$ cat config.mk
export PLATFORM = sky130hd
export DESIGN_NAME = ksa_shuffle_engine
export DESIGN_NICKNAME = d
export VERILOG_FILES = /design/src/rtl/ksa_shuffle_engine.sv
export SDC_FILE = /design/constraint.sdc
export NUM_CORES = 1
export LEC_CHECK = 0
export CAP_MARGIN = 20
export CORE_MARGIN = 1.5
export CORE_UTILIZATION = 30
export DETAILED_ROUTE_END_ITERATION = 10
export PLACE_DENSITY = 0.46
export SLEW_MARGIN = 5
export SYNTH_ARGS = -nofsm -noshare
export SYNTH_HDL_FRONTEND = slang
export SYNTH_SLANG_ARGS = --single-unit
$ cat constraint.sdc
create_clock -name clk -period 3.5 [get_ports clk]
set_input_delay 0.35 -clock clk [delete_from_list [all_inputs] [get_ports clk]]
set_output_delay 0.35 -clock clk [all_outputs]
set_load 0.05 [all_outputs]
$ cat src/rtl/ksa_shuffle_engine.sv
// ksa_shuffle_engine
//   RC4 key-scheduling engine. It can first fill the state array with the
//   identity (s[a] = a). It then runs the swap loop over the whole array:
//     for i = 0..DEPTH-1: j += s[i] + key[i mod KEY_BYTES]; swap s[i], s[j]
//   It drives a single-port synchronous RAM whose read data arrives RD_WAIT
//   cycles after the address is presented.
//
// Ports
//   clk        system clock
//   reset      synchronous active-high reset
//   start      begin an operation (sampled only in IDLE)
//   init_en    sampled with start; 1 = fill the array before shuffling
//   key        KEY_BYTES key bytes, byte 0 in the most significant byte
//   mem_q      RAM read data
//   mem_addr   RAM address (registered)
//   mem_d      RAM write data (registered)
//   mem_wren   RAM write enable (registered)
//   busy       high from the cycle after start is accepted until done
//   done       one-cycle completion pulse
//   state_dbg  current FSM state, for observation only
//
// Handshake: start is a request that is honoured only while IDLE. Once it is
// accepted, busy is high until the cycle in which done pulses. start, key and
// init_en are ignored until the FSM is back in IDLE.
module ksa_shuffle_engine #(
  parameter int DATA_W    = 8,
  parameter int KEY_BYTES = 3,
  parameter int RD_WAIT   = 1
) (
  input  logic                   clk,
  input  logic                   reset,
  input  logic                   start,
  input  logic                   init_en,
  input  logic [8*KEY_BYTES-1:0] key,
  input  logic [DATA_W-1:0]      mem_q,
  output logic [DATA_W-1:0]      mem_addr,
  output logic [DATA_W-1:0]      mem_d,
  output logic                   mem_wren,
  output logic                   busy,
  output logic                   done,
  output logic [2:0]             state_dbg
);

  localparam int DEPTH = 1 << DATA_W;
  localparam int KI_W  = (KEY_BYTES > 1) ? $clog2(KEY_BYTES) : 1;
  localparam int CNT_W = $clog2(RD_WAIT + 1);

  typedef enum logic [2:0] {
    IDLE = 3'd0,
    FILL = 3'd1,
    RD_I = 3'd2,
    RD_J = 3'd3,
    WR_I = 3'd4,
    WR_J = 3'd5,
    DONE = 3'd6
  } state_t;

  state_t                   state_q, state_d;
  logic [8*KEY_BYTES-1:0]   key_q, key_d;
  logic [DATA_W-1:0]        i_q, i_d;
  logic [DATA_W-1:0]        j_q, j_d;
  logic [KI_W-1:0]          key_idx_q, key_idx_d;
  logic [DATA_W-1:0]        si_q, si_d;
  logic [CNT_W-1:0]         cnt_q, cnt_d;
  logic [DATA_W-1:0]        mem_addr_q, mem_addr_d;
  logic [DATA_W-1:0]        mem_d_q, mem_d_d;
  logic                     mem_wren_q, mem_wren_d;
  logic                     busy_q, busy_d;
  logic                     done_q, done_d;

  logic [7:0]               kbyte;
  logic [DATA_W+7:0]        kb_wide;
  logic [DATA_W-1:0]        kb;

  // Select key byte key_idx. The byte is zero-extended and then cut to
  // DATA_W bits. For arithmetic modulo 2**DATA_W this is the same as adding
  // the whole byte.
  always_comb begin
    kbyte = '0;
    for (int k = 0; k < KEY_BYTES; k++) begin
      if (key_idx_q == KI_W'(k)) kbyte = key_q[(KEY_BYTES-1-k)*8 +: 8];
    end
    kb_wide = {{DATA_W{1'b0}}, kbyte};
    kb      = kb_wide[DATA_W-1:0];
  end

  always_comb begin
    state_d    = state_q;
    key_d      = key_q;
    i_d        = i_q;
    j_d        = j_q;
    key_idx_d  = key_idx_q;
    si_d       = si_q;
    cnt_d      = cnt_q;
    mem_addr_d = mem_addr_q;
    mem_d_d    = mem_d_q;
    mem_wren_d = 1'b0;
    busy_d     = busy_q;
    done_d     = 1'b0;

    case (state_q)
      IDLE: begin
        busy_d = 1'b0;
        if (start) begin
          key_d      = key;
          i_d        = '0;
          j_d        = '0;
          key_idx_d  = '0;
          cnt_d      = '0;
          busy_d     = 1'b1;
          mem_addr_d = '0;
          if (init_en) begin
            state_d    = FILL;
            mem_d_d    = '0;
            mem_wren_d = 1'b1;
          end else begin
            state_d = RD_I;
          end
        end
      end
      // mem_addr doubles as the fill counter.
      FILL: begin
        if (mem_addr_q == DATA_W'(DEPTH - 1)) begin
          state_d    = RD_I;
          mem_addr_d = i_q;
        end else begin
          mem_addr_d = mem_addr_q + 1'b1;
          mem_d_d    = mem_addr_q + 1'b1;
          mem_wren_d = 1'b1;
        end
      end
      RD_I: begin
        if (cnt_q == CNT_W'(RD_WAIT)) begin
          cnt_d      = '0;
          si_d       = mem_q;
          j_d        = j_q + mem_q + kb;
          mem_addr_d = j_d;
          state_d    = RD_J;
        end else begin
          cnt_d = cnt_q + 1'b1;
        end
      end
      // s[j] goes straight to the write-data register for the WR_I cycle.
      RD_J: begin
        if (cnt_q == CNT_W'(RD_WAIT)) begin
          cnt_d      = '0;
          mem_addr_d = i_q;
          mem_d_d    = mem_q;
          mem_wren_d = 1'b1;
          state_d    = WR_I;
        end else begin
          cnt_d = cnt_q + 1'b1;
        end
      end
      WR_I: begin
        mem_addr_d = j_q;
        mem_d_d    = si_q;
        mem_wren_d = 1'b1;
        state_d    = WR_J;
      end
      WR_J: begin
        if (i_q == DATA_W'(DEPTH - 1)) begin
          busy_d  = 1'b0;
          done_d  = 1'b1;
          state_d = DONE;
        end else begin
          i_d        = i_q + 1'b1;
          key_idx_d  = (key_idx_q == KI_W'(KEY_BYTES - 1)) ? '0 : key_idx_q + 1'b1;
          mem_addr_d = i_q + 1'b1;
          state_d    = RD_I;
        end
      end
      DONE: begin
        busy_d  = 1'b0;
        state_d = IDLE;
      end
      default: begin
        busy_d  = 1'b0;
        state_d = IDLE;
      end
    endcase
  end

  always_ff @(posedge clk) begin
    if (reset) begin
      state_q    <= IDLE;
      key_q      <= '0;
      i_q        <= '0;
      j_q        <= '0;
      key_idx_q  <= '0;
      si_q       <= '0;
      cnt_q      <= '0;
      mem_addr_q <= '0;
      mem_d_q    <= '0;
      mem_wren_q <= 1'b0;
      busy_q     <= 1'b0;
      done_q     <= 1'b0;
    end else begin
      state_q    <= state_d;
      key_q      <= key_d;
      i_q        <= i_d;
      j_q        <= j_d;
      key_idx_q  <= key_idx_d;
      si_q       <= si_d;
      cnt_q      <= cnt_d;
      mem_addr_q <= mem_addr_d;
      mem_d_q    <= mem_d_d;
      mem_wren_q <= mem_wren_d;
      busy_q     <= busy_d;
      done_q     <= done_d;
    end
  end

  assign mem_addr  = mem_addr_q;
  assign mem_d     = mem_d_q;
  assign mem_wren  = mem_wren_q;
  assign busy      = busy_q;
  assign done      = done_q;
  assign state_dbg = state_q;

endmodule
==> results_dict.tcl <==
set metrics [dict create \
    status "completed" \
    grt_pass1_vias 3443 \
    worstSetupEndpointType "flop" \
    drive_gt1_share_pct 7.24 \
    n_antenna_cell 0 \
    slew_violations 0 \
    min_from "key_q[20]" \
    worstPathArrival_ps 3360 \
    finalHoldWorstSlack_ps 455 \
    yosys.area_share.xor_xnor_pct 3.25 \
    grt_overflow 0 \
    worstReg2RegStart "key_idx_q[0]" \
    synth_commonest_cells "nand2_1 (105), dfxtp_1 (73), a21oi_1 (67)" \
    fmax_ghz 0.319 \
    maxCapViolations 0 \
    cts_sinks 73 \
    reg2reg_slack_ps 360 \
    antenna_left 0 \
    drt_iter0_drc 248 \
    period_minus_slack_ps 3140 \
    synth_edf_count 0 \
    clk_latency_ps 340 \
    setup_viol 0 \
    cts_resized 0 \
    yosys.area_share.simple_pct 23.7 \
    area_growth_pct 24.6 \
    io_pins 58 \
    fillCellCount 1398 \
    slowest_delay_ps 450 \
    leakagePower_nw 1.82 \
    hold_violations 0 \
    grt_max_degree 36 \
    cp_max_fo 8 \
    ys_warn_count 0 \
    worstHoldPathType "reg2reg" \
    clock_skew_ps 8.81 \
    yosys.area_share.adder_pct 6.45 \
    critPathBufInv 2 \
    port_buffers 57 \
    synth_area_um2 4040 \
    cp_slowest_cell "nor2b_1" \
    synthArstFlopShare_pct 0 \
    powerDensity_nw_per_um2 507 \
    startpoint_type "flop" \
    setup-tns-final_ps 0 \
    critPathKind "reg2reg" \
    p_comb_share_pct 28.0 \
    postCtsSetupBuffers 0 \
    grt_pass1_wl_um 19300 \
    routed_via_density 5.08 \
    synth_top_family_by_area "simple AND/OR/NAND/NOR gates" \
    dp_worst_setup_slack_ps 357 \
    cts.reportedPaths.clkPinSlew_ps 60 \
    routed-via-count 3767 \
    drt-pass1-iter-count 4 \
    syn_nets 564 \
    core-area_um2 13200 \
    row_count 42 \
    grt_setup_unrepaired "no" \
    cts_max_level 3 \
    ctsHoldBuffers 0 \
    tightestPinTransition_ps 809 \
    p_sw_share_pct 35.1 \
    slew-limit-headroom_pct 46.0 \
    numCtsBuffers 9 \
    clockBufferDepth 2 \
    yosys-top-cells-area "dfxtp_1 (36%), nand2_1 (9.8%), a21oi_1 (8.3%), fa_1 (4.0%), nor2_1 (3.3%)" \
    syn-instance-count 512 \
    holdPathStages 2 \
    ys.flop_type "dfxtp_1" \
    fp.dieW_um 119 \
    clockPowerShare_pct 34.0 \
    dieArea_um2 14200 \
    cellInternalPower_mw 1.66 \
    remaining_drc_errors 0 \
    synth_seq_cells 73 \
    drt_wl_total_um 12300 \
    r2r_cells 13 \
    worst_hold_path.endpoint "key_q[20]" \
    synth_compound_area_share_pct 22.6 \
    synth_area_per_cell_um2 7.89 \
    worstPathCellList "nor2b_1 > a21oi_1 > fa_1 > inv_1 > ha_1 > inv_1 > fa_1 > nor2b_1 > o31ai_1 > nand2_1 > a21oi_1 > a2111oi_0 > o21ai_0" \
    yosysSeqAreaShare_pct 36.2 \
    layout_setup_ws_ps 364 \
    die_h_um 119 \
    dp_hpwl_um 9120 \
    seqPwrFrac_pct 38.0 \
    cp_top_family "adder cells" \
    synthDistinctLibCells 64 \
    yosysMostFrequentCell "nand2_1" \
    nets 613 \
    antenna_found_initial 0 \
    multi_input_area_um2 2380 \
    synthMuxAreaShare_pct 3.01 \
    p_switching_mw 0.895 \
    synth_top_cell_area_share_pct 36.2 \
    worst_ep_required_time_ps 3720 \
    cts_tree "yes" \
    wl_per_cell_um 16.6 \
    finalPower_mw 2.55 \
    initial_core_util_pct 30.6 \
    cts_root_buffer "clkbuf_16" \
    vdd_drop_max_v 0.000211 \
    fin_crit_sh_pct 89.6 \
    seqCellArea_um2 1460 \
    grt_usage_pct 17.9 \
    yosys.area.top_type "dfxtp_1" \
    timing.rr.end "mem_addr[5]" \
    gp_congestion 0.842 \
]
-- logic make-up after synthesis --
group	count (synthesis)
mux	12
buf+inv	44
flops	73
compound gates	147
simple gates	205
fa+ha+maj	16
xor+xnor	15
-- flip-flops by register name (all words and copies together), names as in the netlist --
name,flops
key_q,24
i_q,8
j_q,8
mem_addr,8
mem_d,8
si_q,8
state_dbg,3
key_idx_q,2
busy,1
cnt_q,1
done,1
mem_wren,1
-- tightest hold or removal path, stage by stage, from the launching register on --
cell and delay (ps):
dfxtp_1 310, nand2_1 50, a21oi_1 50
-- cell usage in the layout, fill, tap and decap left out, types with 9 or more instances in the layout --
cell and n:
a21oi_1 67, a22oi_1 13, buf_4 9, clkbuf_16 9
clkdlybuf4s50_1 56, dfxtp_1 73, inv_1 16, mux2i_1 11
nand2_1 105, nand3_1 9, nor2_1 36, nor3_1 11
o21ai_0 24, xnor2_1 10
-- power groups by stage --
stage	registers [mW]	clock network (mW)	logic (mW)
after floorplan	1.05	0	0.414
after global placement	0.987	0	0.719
after detailed placement	0.988	0	0.719
after CTS	0.969	0.899	0.721
after global routing	0.980	0.923	0.784
final	0.969	0.867	0.715
-- layout make-up --
cell class | count | share of cell area, %
inverter | 16 | 1.19
clock inverter | 6 | 0.871
tap | 176 | 4.38
timing repair buffer | 66 | 12.6
sequential | 73 | 29.1
multi-input combinational | 395 | 47.4
clock buffer | 10 | 4.55
-- worst max path at each step --
stage / start / end / slack [ps] / cells after the start
CTS: key_idx_q[1] / mem_addr[6] / 330 / 13
detailed placement: key_idx_q[1] / mem_addr[6] / 360 / 13
global route: key_idx_q[0] / mem_addr[5] / 130 / 13
floorplan: key_idx_q[1] / mem_addr[5] / 430 / 15
finish: key_idx_q[0] / mem_addr[5] / 360 / 13
global placement: key_idx_q[1] / mem_addr[6] / 390 / 13
-- stage by stage --
step / utilization, % / instance area (um^2) / cells
floorplan: - / 4040 / 512
global placement: 36.1 / 4760 / 726
detailed placement: 36.1 / 4760 / 726
CTS: 38.1 / 5030 / 742
global route: 38.1 / 5030 / 742
finish: 38.1 / 5030 / 742
-- routing by layer --
metal / share of wire, % / track usage [%] / up-vias / wire (um)
met5: 0 / 0 / - / 0
met4: 1.2 / 6.10 / 0 / 146
met3: 5.5 / 3.35 / 11 / 676
met2: 45 / 28.0 / 115 / 5610
met1: 48 / 24.7 / 1755 / 5910
li1: - / - / 1886 / -
Note: power is estimated with default switching activity, not from simulation.
